--- src/rtl/signed_div_8by4_if.sv ---
// Request/result bundle for the 8-by-4 signed divider.
// The master side issues operands and start; the slave side returns results and status.
interface signed_div_8by4_if;
   logic              start;
   logic signed [7:0] dividend;
   logic signed [3:0] divisor;
   logic signed [7:0] quotient;
   logic signed [3:0] remainder;
   logic              busy;
   logic              done;
   logic              div_by_zero;
   logic              overflow;

   modport master (
      output start, dividend, divisor,
      input  quotient, remainder, busy, done, div_by_zero, overflow
   );

   modport slave (
      input  start, dividend, divisor,
      output quotient, remainder, busy, done, div_by_zero, overflow
   );
endinterface

--- src/rtl/signed_div_8by4.sv ---
// Sequential 8-by-4 signed divider: restoring division on magnitudes, one quotient
// bit per clock, sign fix-up at the end. Inverse datapath of the 4x4 Booth multiplier.
module signed_div_8by4 (
   input  logic            CLK,
   input  logic            RST,
   signed_div_8by4_if.slave bus
);

   typedef enum logic [1:0] {IDLE, DIVIDE, FIXUP} state_t;

   state_t              state_q, state_d;
   logic        [7:0]   dvd_q, dvd_d;
   logic        [3:0]   dvs_q, dvs_d;
   logic        [3:0]   part_q, part_d;
   logic        [3:0]   cnt_q, cnt_d;
   logic                sgnq_q, sgnq_d;
   logic                sgnr_q, sgnr_d;
   logic signed [7:0]   quot_q, quot_d;
   logic signed [3:0]   rem_q, rem_d;
   logic                done_q, done_d;
   logic                dbz_q, dbz_d;
   logic                ovf_q, ovf_d;
   logic        [4:0]   shifted;
   logic        [4:0]   trial;

   function automatic logic [7:0] abs8(input logic signed [7:0] v);
      return v[7] ? (~v + 8'd1) : v;
   endfunction

   function automatic logic [3:0] abs4(input logic signed [3:0] v);
      return v[3] ? (~v + 4'd1) : v;
   endfunction

   function automatic logic signed [7:0] apply_sign8(input logic neg, input logic [7:0] mag);
      return $signed(neg ? (~mag + 8'd1) : mag);
   endfunction

   function automatic logic signed [3:0] apply_sign4(input logic neg, input logic [3:0] mag);
      return $signed(neg ? (~mag + 4'd1) : mag);
   endfunction

   always_ff @(posedge CLK or negedge RST) begin
      if (!RST) state_q <= IDLE;
      else      state_q <= state_d;
   end

   always_comb begin
      state_d = state_q;
      case (state_q)
         IDLE:    if (bus.start && bus.divisor != 4'sd0) state_d = DIVIDE;
         DIVIDE:  if (cnt_q == 4'd7) state_d = FIXUP;
         FIXUP:   state_d = IDLE;
         default: state_d = IDLE;
      endcase
   end

   always_comb begin
      bus.busy = (state_q != IDLE);
   end

   // Partial remainder stays below the divisor magnitude (max 8), so it fits in 4 bits;
   // the 5-bit trial sign tells whether the shifted partial reached the divisor.
   always_comb begin
      dvd_d   = dvd_q;
      dvs_d   = dvs_q;
      part_d  = part_q;
      cnt_d   = cnt_q;
      sgnq_d  = sgnq_q;
      sgnr_d  = sgnr_q;
      quot_d  = quot_q;
      rem_d   = rem_q;
      dbz_d   = dbz_q;
      ovf_d   = ovf_q;
      done_d  = 1'b0;
      shifted = {part_q, dvd_q[7]};
      trial   = shifted - {1'b0, dvs_q};
      case (state_q)
         IDLE: begin
            if (bus.start) begin
               if (bus.divisor == 4'sd0) begin
                  quot_d = '0;
                  rem_d  = '0;
                  dbz_d  = 1'b1;
                  ovf_d  = 1'b0;
                  done_d = 1'b1;
               end else begin
                  dvd_d  = abs8(bus.dividend);
                  dvs_d  = abs4(bus.divisor);
                  sgnq_d = bus.dividend[7] ^ bus.divisor[3];
                  sgnr_d = bus.dividend[7];
                  part_d = '0;
                  cnt_d  = '0;
               end
            end
         end
         DIVIDE: begin
            part_d = trial[4] ? shifted[3:0] : trial[3:0];
            dvd_d  = {dvd_q[6:0], ~trial[4]};
            cnt_d  = cnt_q + 4'd1;
         end
         FIXUP: begin
            quot_d = apply_sign8(sgnq_q, dvd_q);
            rem_d  = apply_sign4(sgnr_q, part_q);
            // A magnitude of 128 with a positive sign is the single unrepresentable case.
            ovf_d  = ~sgnq_q & (dvd_q == 8'h80);
            dbz_d  = 1'b0;
            done_d = 1'b1;
         end
         default: ;
      endcase
   end

   always_ff @(posedge CLK or negedge RST) begin
      if (!RST) begin
         dvd_q  <= '0;
         dvs_q  <= '0;
         part_q <= '0;
         cnt_q  <= '0;
         sgnq_q <= 1'b0;
         sgnr_q <= 1'b0;
         quot_q <= '0;
         rem_q  <= '0;
         done_q <= 1'b0;
         dbz_q  <= 1'b0;
         ovf_q  <= 1'b0;
      end else begin
         dvd_q  <= dvd_d;
         dvs_q  <= dvs_d;
         part_q <= part_d;
         cnt_q  <= cnt_d;
         sgnq_q <= sgnq_d;
         sgnr_q <= sgnr_d;
         quot_q <= quot_d;
         rem_q  <= rem_d;
         done_q <= done_d;
         dbz_q  <= dbz_d;
         ovf_q  <= ovf_d;
      end
   end

   assign bus.quotient    = quot_q;
   assign bus.remainder   = rem_q;
   assign bus.done        = done_q;
   assign bus.div_by_zero = dbz_q;
   assign bus.overflow    = ovf_q;

endmodule

--- src/flat_wrapper.sv ---
// flat-port wrapper written by rule: the top's interface ports become plain ports
module signed_div_8by4_flat 
  (CLK, RST, bus_start, bus_dividend, bus_divisor, bus_quotient, bus_remainder, bus_busy, bus_done, bus_div_by_zero, bus_overflow);
  signed_div_8by4_if bus_i ();
  input  logic CLK;
  input  logic RST;
  input wire logic [$bits(bus_i.start)-1:0] bus_start;
  input wire logic [$bits(bus_i.dividend)-1:0] bus_dividend;
  input wire logic [$bits(bus_i.divisor)-1:0] bus_divisor;
  output wire logic [$bits(bus_i.quotient)-1:0] bus_quotient;
  output wire logic [$bits(bus_i.remainder)-1:0] bus_remainder;
  output wire logic [$bits(bus_i.busy)-1:0] bus_busy;
  output wire logic [$bits(bus_i.done)-1:0] bus_done;
  output wire logic [$bits(bus_i.div_by_zero)-1:0] bus_div_by_zero;
  output wire logic [$bits(bus_i.overflow)-1:0] bus_overflow;
  assign bus_i.start = bus_start;
  assign bus_i.dividend = bus_dividend;
  assign bus_i.divisor = bus_divisor;
  assign bus_quotient = bus_i.quotient;
  assign bus_remainder = bus_i.remainder;
  assign bus_busy = bus_i.busy;
  assign bus_done = bus_i.done;
  assign bus_div_by_zero = bus_i.div_by_zero;
  assign bus_overflow = bus_i.overflow;
  signed_div_8by4 u_core (.CLK(CLK), .RST(RST), .bus(bus_i));
endmodule
--- config.mk ---
export PLATFORM = sky130hd
export DESIGN_NAME = signed_div_8by4_flat
export DESIGN_NICKNAME = d
export VERILOG_FILES = /design/src/rtl/signed_div_8by4_if.sv /design/src/rtl/signed_div_8by4.sv /design/src/flat_wrapper.sv
export SDC_FILE = /design/constraint.sdc
export NUM_CORES = 1
export LEC_CHECK = 0
export ABC_AREA = 1
export ABC_CLOCK_PERIOD_IN_PS = 1730
export CAP_MARGIN = 20
export CELL_PAD_IN_SITES_DETAIL_PLACEMENT = 2
export CELL_PAD_IN_SITES_GLOBAL_PLACEMENT = 2
export CORE_MARGIN = 2
export CORE_UTILIZATION = 28
export DETAILED_ROUTE_END_ITERATION = 8
export GPL_ROUTABILITY_DRIVEN = 1
export GPL_TIMING_DRIVEN = 0
export HOLD_SLACK_MARGIN = 0.12
export PLACE_DENSITY = 0.73
export SYNTH_ARGS = -nofsm -noshare
export SYNTH_HDL_FRONTEND = slang
export SYNTH_SLANG_ARGS = --single-unit
--- constraint.sdc ---
create_clock -name CLK -period 1.73 [get_ports CLK]
set_clock_uncertainty 0.1 [all_clocks]
set_input_delay 0.346 -clock CLK [delete_from_list [all_inputs] [get_ports CLK]]
set_output_delay 0.346 -clock CLK [all_outputs]
set_load 0.02 [all_outputs]
==> metrics.txt, run 1 <==
# TYPE chip_impl_metric gauge
chip_impl_info{name="outcome",value="finished, violations left"} 1
chip_impl_info{name="failed_checks",value="negative setup slack"} 1
chip_impl_metric{name="clkLatencyLatePin",unit="ns"} 0.28
chip_impl_metric{name="floorplan.die.height",unit="um"} 95.22
chip_impl_metric{name="ctsHtreeMaxLevel",unit=""} 2
chip_impl_metric{name="postLayoutSetupSlackWorst",unit="ns"} -0.09351
chip_impl_metric{name="power_per_cell_area",unit="mW/mm^2"} 1845
chip_impl_metric{name="maxCapViolations",unit=""} 0
chip_impl_metric{name="synth.yosys.seq_area_share",unit="%"} 41.89
chip_impl_metric{name="totalPowerFinal",unit="mW"} 5.697
chip_impl_metric{name="max-clock-path-buffers",unit=""} 2
chip_impl_metric{name="design.final.nets",unit=""} 380
chip_impl_metric{name="hold_viol",unit=""} 0
chip_impl_metric{name="first_global_vias",unit=""} 2425
chip_impl_metric{name="grtUsageMet3",unit="%"} 2.134
chip_impl_metric{name="clock_sink_count",unit=""} 39
chip_impl_info{name="worstSetupPathType",value="flip-flop to flip-flop"} 1
chip_impl_metric{name="power.leakage",unit="nW"} 1.613
chip_impl_metric{name="route.detailed.drc",unit=""} 0
chip_impl_metric{name="final_layout_size_suffix_gt1_share",unit="%"} 18.31
chip_impl_metric{name="synth.cell_area",unit="mm^2"} 0.002330
chip_impl_metric{name="critPathArrivalTime",unit="ns"} 1.90
chip_impl_metric{name="floorplan.io_pins",unit=""} 31
chip_impl_metric{name="coreArea",unit="mm^2"} 0.008134
chip_impl_metric{name="warning_count_from_the_yosys_run",unit=""} 0
chip_impl_metric{name="dp_hpwl",unit="mm"} 5.443
chip_impl_metric{name="area_growth",unit="%"} 32.55
chip_impl_metric{name="cp.buffers_inverters",unit=""} 2
chip_impl_metric{name="rows",unit=""} 33
chip_impl_metric{name="cpPeakStageDelay",unit="ns"} 0.42
chip_impl_metric{name="final_max_slew_viol_count",unit=""} 0
chip_impl_metric{name="grt_overflow_total",unit=""} 0
chip_impl_info{name="path_cells",value="inv_2, ha_4, inv_2, fa_2, nand3_4, nand3_4, nand2_4, nand2_4, o21ai_2, nand2_1"} 1
chip_impl_metric{name="via_total_after_detailed_routing",unit=""} 2204
chip_impl_metric{name="grt_antenna_before_repair",unit=""} 0
chip_impl_metric{name="io_buffers",unit=""} 30
chip_impl_info{name="critical-path-slowest-cell",value="sky130_fd_sc_hd__dfrtp_1"} 1
chip_impl_info{name="grt-busiest-layer",value="met2"} 1
chip_impl_info{name="clock_tree_from_tritoncts",value="done"} 1
chip_impl_metric{name="grtUsageTotal",unit="%"} 17.07
chip_impl_info{name="critPathLaunchType",value="flip-flop"} 1
chip_impl_metric{name="fin_crit",unit="ns"} 1.824
chip_impl_metric{name="synth-seq-cells",unit=""} 39
chip_impl_metric{name="achievable-frequency",unit="GHz"} 0.5484
chip_impl_metric{name="grt_pass1_wl",unit="mm"} 11.96
chip_impl_metric{name="setup-violations-final",unit=""} 5
chip_impl_metric{name="preCtsSetupSlack",unit="ns"} -0.2901
chip_impl_info{name="critical_path.endpoint_type",value="flip-flop"} 1
chip_impl_metric{name="antenna-diode-count",unit=""} 0
chip_impl_info{name="cts_root_buf",value="sky130_fd_sc_hd__clkbuf_8"} 1
chip_impl_metric{name="transition_time_at_the_pin_with_the_least_slew_margin",unit="ns"} 0.5418
chip_impl_metric{name="cts_inserted_buffers",unit=""} 5
chip_impl_metric{name="synthDistinctLibCells",unit=""} 28
chip_impl_metric{name="drt_pass1_iterations",unit=""} 3
chip_impl_metric{name="synthesis.area_per_instance",unit="um^2"} 7.491
chip_impl_metric{name="die_x",unit="um"} 95.22
chip_impl_metric{name="wirelength",unit="mm"} 7.093
chip_impl_metric{name="detail_route.iter0.violations",unit=""} 25
chip_impl_metric{name="synth.net_count",unit=""} 336
chip_impl_metric{name="route.antenna.remaining_nets",unit=""} 0
chip_impl_metric{name="final_min_period_over_clock_period",unit="%"} 105.4
chip_impl_metric{name="use_met2",unit="%"} 31.40
chip_impl_metric{name="post_synth_inst_count",unit=""} 311
chip_impl_metric{name="max_slew_margin",unit="%"} 63.84
chip_impl_metric{name="floorplan.initialDensity",unit="%"} 28.64
chip_impl_metric{name="worst_setup_hold_path_clk_slew",unit="ns"} 0.07
chip_impl_metric{name="global_routing_usage_on_met1",unit="%"} 21.09
chip_impl_metric{name="gp_congestion",unit=""} 0.7559
chip_impl_metric{name="worst_ir_drop_vdd",unit="V"} 0.0004341
chip_impl_info{name="grt_setup_unrepaired",value="yes"} 1
chip_impl_metric{name="wire_length_per_cell_after_detailed_routing",unit="um"} 15.42
chip_impl_metric{name="crit_fanout",unit=""} 5
chip_impl_info{name="cp_top_family",value="adder cells"} 1
chip_impl_metric{name="pin_count_of_the_biggest_net_entering_global_routing",unit=""} 37
chip_impl_metric{name="critPathRequiredTime",unit="ns"} 1.81
chip_impl_metric{name="design.die.area",unit="mm^2"} 0.009066
chip_impl_metric{name="detail_route.vias_per_cell",unit=""} 4.791
chip_impl_info{name="hold_class",value="primary input to async pin"} 1
==> report_power, final <==
group	internal, mW	switching (mW)	leakage (nW)
clock	0.313	0.307	0.0470
sequential	1.30	0.291	0.497
combinational	1.34	2.15	1.07
total	2.95	2.74	1.61
==> layer usage <==
| metal | wire length, um | vias to the layer above |
|---|---|---|
| met5 | 0 | - |
| met4 | 72 | 0 |
| met3 | 141 | 6 |
| met2 | 3754 | 26 |
| met1 | 3125 | 1078 |
| li1 | - | 1094 |
==> per-stage QoR <==
step                      instance area (um^2)  setup TNS, ns  util [%]  hold slack [ns]  std cells
after global routing                      3088        -0.9422     37.96           0.3078        460
after floorplan                           2340              0         -         -0.04959        311
final                                     3088        -0.3840     37.96           0.3076        460
after detailed placement                  2786         -8.044     34.26          0.08072        447
after CTS                                 2989        -0.4862     36.75           0.3065        457
after global placement                    2771         -37.88     34.07           0.3216        446
==> synth_stat cells <==
cell type	instances	area [um^2]
sky130_fd_sc_hd__buf_6	3	33.78
sky130_fd_sc_hd__o21ai_0	23	115.1
sky130_fd_sc_hd__nand3_1	41	205.2
sky130_fd_sc_hd__inv_1	37	138.9
sky130_fd_sc_hd__nor3_1	4	20.02
sky130_fd_sc_hd__nand3_2	1	10.01
sky130_fd_sc_hd__nand2_4	1	11.26
sky130_fd_sc_hd__nand3b_1	2	15.01
sky130_fd_sc_hd__buf_2	2	10.01
sky130_fd_sc_hd__nand4_1	4	25.02
sky130_fd_sc_hd__dfrtp_1	39	975.9
sky130_fd_sc_hd__o211ai_1	1	7.510
sky130_fd_sc_hd__nand2_1	87	326.6
sky130_fd_sc_hd__o22ai_1	1	6.260
sky130_fd_sc_hd__a22oi_1	1	7.510
sky130_fd_sc_hd__ha_1	9	112.6
sky130_fd_sc_hd__inv_2	5	18.77
sky130_fd_sc_hd__o21ai_2	5	43.79
sky130_fd_sc_hd__nor2_2	3	18.77
sky130_fd_sc_hd__nor2_1	15	56.30
sky130_fd_sc_hd__clkbuf_1	2	7.510
sky130_fd_sc_hd__fa_1	1	20.02
sky130_fd_sc_hd__xnor2_1	2	17.52
sky130_fd_sc_hd__xor2_1	1	8.760
sky130_fd_sc_hd__nand2_2	8	50.05
sky130_fd_sc_hd__o21ai_1	4	20.02
sky130_fd_sc_hd__o21a_1	1	7.510
sky130_fd_sc_hd__a21oi_1	8	40.04
==> worst register-to-register path: stages, from the launching register on <==
cell	delay (ns)
sky130_fd_sc_hd__dfrtp_1	0.42
sky130_fd_sc_hd__inv_2	0.11
sky130_fd_sc_hd__ha_4	0.13
sky130_fd_sc_hd__inv_2	0.04
sky130_fd_sc_hd__fa_2	0.37
sky130_fd_sc_hd__nand3_4	0.11
sky130_fd_sc_hd__nand3_4	0.10
sky130_fd_sc_hd__nand2_4	0.11
sky130_fd_sc_hd__nand2_4	0.07
sky130_fd_sc_hd__o21ai_2	0.11
sky130_fd_sc_hd__nand2_1	0.06
==> worst paths after layout <==
kind / start / end / slack [ns] / cells past startpoint
worst max-delay path: u_core.dvd_q[7]$_DFFE_PN0P_ / u_core.dvd_q[0]$_DFFE_PN0P_ / -0.09 / 10
max in group asynchronous: RST / u_core.state_q[1]$_DFFE_PN0P_ / 0.81 / 3
worst max register to register: u_core.dvd_q[7]$_DFFE_PN0P_ / u_core.dvd_q[0]$_DFFE_PN0P_ / -0.09 / 10
worst min register to register: u_core.cnt_q[3]$_DFFE_PN0P_ / u_core.state_q[1]$_DFFE_PN0P_ / 0.36 / 1
min in group CLK: u_core.cnt_q[3]$_DFFE_PN0P_ / u_core.state_q[1]$_DFFE_PN0P_ / 0.36 / 1
worst min-delay path: RST / u_core.bus.remainder[3]$_DFFE_PN0P_ / 0.31 / 2
==> kinds of logic after synthesis <==
logic type / count (synthesis) / share of synthesized area [%]
XOR/XNOR: 3 / 1.128
AND/OR/NAND/NOR: 166 / 31.69
AO/OA/AOI/OAI: 44 / 10.63
flip-flops: 39 / 41.89
buffers and inverters: 49 / 8.969
adder cells (fa/ha/maj): 10 / 5.693
==> flip-flops by register name, indices dropped and copies added (netlist names) <==
name	flops
u_core.bus.div_by_zero	1
u_core.bus.quotient	8
u_core.sgnq_q	1
u_core.dvs_q	4
u_core.bus.overflow	1
u_core.bus.remainder	4
u_core.part_q	4
u_core.sgnr_q	1
u_core.state_q	2
u_core.cnt_q	4
u_core.dvd_q	8
u_core.bus.done	1
==> area by class of cell <==
class	count	area, um^2
Timing Repair Buffer	37	397.9
Multi-Input combinational cell	223	1274
Tap cell	105	131.4
Clock inverter	1	5.005
Fill cell	932	5046
Clock buffer	6	82.58
Inverter	42	165.2
Buffer	7	56.30
Sequential cell	39	975.9
==> layout by cell type, fill, tap and decap left out, types with 5 or more instances in the layout <==
| cell | instances |
|---|---|
| sky130_fd_sc_hd__a21oi_1 | 8 |
| sky130_fd_sc_hd__clkbuf_8 | 6 |
| sky130_fd_sc_hd__clkdlybuf4s50_1 | 16 |
| sky130_fd_sc_hd__dfrtp_1 | 39 |
| sky130_fd_sc_hd__dlymetal6s2s_1 | 10 |
| sky130_fd_sc_hd__ha_1 | 7 |
| sky130_fd_sc_hd__inv_1 | 33 |
| sky130_fd_sc_hd__inv_2 | 8 |
| sky130_fd_sc_hd__nand2_1 | 82 |
| sky130_fd_sc_hd__nand2_2 | 9 |
| sky130_fd_sc_hd__nand2_4 | 5 |
| sky130_fd_sc_hd__nand3_1 | 34 |
| sky130_fd_sc_hd__nand3_2 | 5 |
| sky130_fd_sc_hd__nor2_1 | 14 |
| sky130_fd_sc_hd__o21ai_0 | 22 |
| sky130_fd_sc_hd__o21ai_2 | 6 |
==> repair_timing <==
item                                   in CTS  in global routing
resized for setup                          24                 25
setup endpoints to repair                   9                 35
hold buffers                                1                  0
pin swaps                                   6                  4
setup buffers                               2                  2
endpoints found under the hold margin      39                  0
gates cloned                                0                  1
Note: power is estimated with default switching activity, not from simulation.
==> run 2: changes to the inputs <==
- PLACE_DENSITY: 0.73 -> 0.86
==> metrics.txt, run 2 (synthesized netlist as in run 1, its figures left out) <==
# TYPE chip_impl_metric gauge
chip_impl_metric{name="power_per_cell_area",unit="mW/mm^2"} 1938
chip_impl_metric{name="grtUsageTotal",unit="%"} 18.95
chip_impl_info{name="hold-path-endpoint",value="u_core.state_q[1]$_DFFE_PN0P_"} 1
chip_impl_metric{name="clkLatencyLatePin",unit="ns"} 0.29
chip_impl_metric{name="wire_length_per_cell_after_detailed_routing",unit="um"} 17.35
chip_impl_info{name="min-delay-start",value="u_core.cnt_q[3]$_DFFE_PN0P_"} 1
chip_impl_metric{name="max-clock-path-buffers",unit=""} 2
chip_impl_metric{name="floorplan.die.height",unit="um"} 95.22
chip_impl_metric{name="clock_sink_count",unit=""} 39
chip_impl_metric{name="preCtsSetupSlack",unit="ns"} -0.2868
chip_impl_metric{name="grt_pass1_wl",unit="mm"} 13.07
chip_impl_info{name="path_cells",value="inv_2, ha_4, inv_4, fa_2, nand3_4, nand3_4, nand2_2, nand3_1, nand3_2, nand2_1"} 1
chip_impl_metric{name="design.final.nets",unit=""} 383
chip_impl_info{name="clock_tree_from_tritoncts",value="done"} 1
chip_impl_info{name="worstSetupPathType",value="flip-flop to flip-flop"} 1
chip_impl_metric{name="cpPeakStageDelay",unit="ns"} 0.41
chip_impl_info{name="critical-path-slowest-cell",value="sky130_fd_sc_hd__dfrtp_1"} 1
chip_impl_metric{name="cts_inserted_buffers",unit=""} 5
chip_impl_metric{name="maxCapViolations",unit=""} 0
chip_impl_metric{name="detail_route.iter0.violations",unit=""} 53
chip_impl_metric{name="pin_count_of_the_biggest_net_entering_global_routing",unit=""} 26
chip_impl_metric{name="drt_pass1_iterations",unit=""} 4
chip_impl_info{name="critPathLaunchType",value="flip-flop"} 1
chip_impl_info{name="cp_top_family",value="simple AND/OR/NAND/NOR gates"} 1
chip_impl_info{name="rr_endpoint",value="u_core.part_q[1]$_DFFE_PN0P_"} 1
chip_impl_metric{name="setup-violations-final",unit=""} 5
chip_impl_metric{name="final_max_slew_viol_count",unit=""} 0
chip_impl_metric{name="final_util",unit="%"} 38.82
chip_impl_metric{name="totalPowerFinal",unit="mW"} 6.119
chip_impl_info{name="layout.cells.most_common",value="sky130_fd_sc_hd__nand2_1"} 1
chip_impl_metric{name="fin_crit",unit="ns"} 1.904
chip_impl_info{name="critical_path.endpoint_type",value="flip-flop"} 1
chip_impl_metric{name="grt_overflow_total",unit=""} 0
chip_impl_info{name="failed_checks",value="negative setup slack"} 1
chip_impl_metric{name="design.die.area",unit="mm^2"} 0.009066
chip_impl_metric{name="ctsHtreeMaxLevel",unit=""} 2
chip_impl_info{name="cts_root_buf",value="sky130_fd_sc_hd__clkbuf_8"} 1
chip_impl_metric{name="wirelength",unit="mm"} 8.051
chip_impl_metric{name="crit_fanout",unit=""} 3
chip_impl_metric{name="transition_time_at_the_pin_with_the_least_slew_margin",unit="ns"} 0.4647
chip_impl_metric{name="route.detailed.drc",unit=""} 0
chip_impl_metric{name="floorplan.io_pins",unit=""} 31
chip_impl_metric{name="critPathArrivalTime",unit="ns"} 1.99
chip_impl_metric{name="grt_antenna_before_repair",unit=""} 0
chip_impl_info{name="outcome",value="finished, violations left"} 1
chip_impl_info{name="hold_class",value="flip-flop to flip-flop"} 1
chip_impl_metric{name="first_global_vias",unit=""} 2530
chip_impl_info{name="grt_setup_unrepaired",value="yes"} 1
chip_impl_info{name="path_common_cell",value="sky130_fd_sc_hd__nand3_4"} 1
chip_impl_metric{name="timing.reg2reg.setup_slack",unit="ns"} -0.17
chip_impl_metric{name="via_total_after_detailed_routing",unit=""} 2302
chip_impl_metric{name="coreArea",unit="mm^2"} 0.008134
chip_impl_metric{name="dp_hpwl",unit="mm"} 5.381
chip_impl_metric{name="depth_of_the_worst_register_to_register_path",unit=""} 10
chip_impl_metric{name="final_min_period_over_clock_period",unit="%"} 110.0
chip_impl_metric{name="gp_congestion",unit=""} 0.8119
chip_impl_metric{name="max_slew_margin",unit="%"} 69.02
chip_impl_info{name="critical_path.startpoint",value="u_core.dvd_q[7]$_DFFE_PN0P_"} 1
chip_impl_metric{name="floorplan.initialDensity",unit="%"} 28.64
chip_impl_metric{name="io_buffers",unit=""} 30
chip_impl_metric{name="min_path_cells",unit=""} 1
chip_impl_metric{name="postLayoutSetupSlackWorst",unit="ns"} -0.1735
chip_impl_metric{name="antenna-diode-count",unit=""} 0
chip_impl_metric{name="worst_setup_hold_path_clk_slew",unit="ns"} 0.08
chip_impl_metric{name="area_growth",unit="%"} 35.55
chip_impl_metric{name="die_x",unit="um"} 95.22
chip_impl_metric{name="achievable-frequency",unit="GHz"} 0.5253
chip_impl_metric{name="detail_route.vias_per_cell",unit=""} 4.961
chip_impl_metric{name="route.antenna.remaining_nets",unit=""} 0
chip_impl_info{name="reg2reg_from",value="u_core.dvd_q[7]$_DFFE_PN0P_"} 1
chip_impl_metric{name="critPathRequiredTime",unit="ns"} 1.82
chip_impl_metric{name="hold_viol",unit=""} 0
chip_impl_metric{name="final_layout_size_suffix_gt1_share",unit="%"} 19.50
chip_impl_metric{name="rows",unit=""} 33
chip_impl_metric{name="worst_ir_drop_vdd",unit="V"} 0.0004671
chip_impl_metric{name="power.leakage",unit="nW"} 1.647
chip_impl_info{name="most-common-layout-cells",value="sky130_fd_sc_hd__nand2_1 (82), sky130_fd_sc_hd__dfrtp_1 (39), sky130_fd_sc_hd__inv_1 (33)"} 1
chip_impl_metric{name="cp.buffers_inverters",unit=""} 2
run 2: cell types whose count changed in the layout (fill, tap and decap cells not counted), moves of 2 or more:
| cell | delta |
|---|---|
| sky130_fd_sc_hd__clkbuf_1 | +3 |
| sky130_fd_sc_hd__nand2_4 | -3 |
| sky130_fd_sc_hd__clkbuf_2 | -2 |
| sky130_fd_sc_hd__clkdlybuf4s50_1 | -2 |
| sky130_fd_sc_hd__inv_4 | +2 |
| sky130_fd_sc_hd__nand2_8 | +2 |
| sky130_fd_sc_hd__nand3_1 | -2 |
| sky130_fd_sc_hd__nand3_2 | +2 |
run 2: cell type report:
| type | count | area [um^2] |
|---|---|---|
| fillers | 921 | 4976 |
| multi-input cells | 223 | 1308 |
| flip-flops and latches | 39 | 975.9 |
| repair buffers | 39 | 432.9 |
| inverters | 42 | 167.7 |
| well taps | 105 | 131.4 |
| clock buffers | 7 | 76.32 |
| plain buffers | 7 | 55.05 |
| repair inverters | 1 | 6.256 |
| clock inverters | 1 | 5.005 |
run 2: worst register-to-register path, stage by stage, from the launching register on:
cell	delay (ns)
sky130_fd_sc_hd__dfrtp_1	0.41
sky130_fd_sc_hd__inv_2	0.11
sky130_fd_sc_hd__ha_4	0.15
sky130_fd_sc_hd__inv_4	0.04
sky130_fd_sc_hd__fa_2	0.39
sky130_fd_sc_hd__nand3_4	0.12
sky130_fd_sc_hd__nand3_4	0.12
sky130_fd_sc_hd__nand2_2	0.11
sky130_fd_sc_hd__nand3_1	0.11
sky130_fd_sc_hd__nand3_2	0.09
sky130_fd_sc_hd__nand2_1	0.05
run 2: worst max-delay path by stage:
stage | to | cells past startpoint | slack [ns]
after floorplan | u_core.dvd_q[0]$_DFFE_PN0P_ | 10 | 0.004
after global placement | u_core.bus.overflow$_DFFE_PN0P_ | 1 | -0.85
after detailed placement | u_core.bus.overflow$_DFFE_PN0P_ | 10 | -0.29
after CTS | u_core.dvd_q[0]$_DFFE_PN0P_ | 10 | -0.14
after global routing | u_core.part_q[2]$_DFFE_PN0P_ | 10 | -0.26
final | u_core.part_q[1]$_DFFE_PN0P_ | 10 | -0.17
run 2: through the flow:
stage / area (um^2) / std cells / setup TNS (ns) / hold slack, ns
floorplan: 2340 / 311 / 0 / -0.04959
global placement: 2771 / 446 / -39.54 / 0.3251
detailed placement: 2786 / 447 / -8.083 / 0.1919
CTS: 2968 / 459 / -0.6177 / 0.3435
global route: 3158 / 464 / -1.263 / 0.3767
finish: 3158 / 464 / -0.8330 / 0.3513
run 2: timing repair:
item	4_1_cts	5_1_grt
pin swaps	4	12
gates resized for setup	22	34
endpoints found under the hold margin	14	0
buffers inserted	3	3
hold buffers	1	0
endpoints found under the setup margin	9	36
gates cloned	0	2
run 2: power by group:
group          switching (mW)  leakage, nW  internal [mW]
Combinational            2.43         1.11           1.47
Clock                   0.327       0.0422          0.283
Sequential              0.311        0.497           1.30
Total                    3.07         1.65           3.05
run 2: per-layer routing:
layer | wire [um] | share of wire, % | GRT usage, %
met3 | 212 | 2.6 | 2.530
met2 | 4334 | 54 | 33.92
met4 | 184 | 2.3 | 6.522
met1 | 3320 | 41 | 23.27
met5 | 0 | 0 | 0
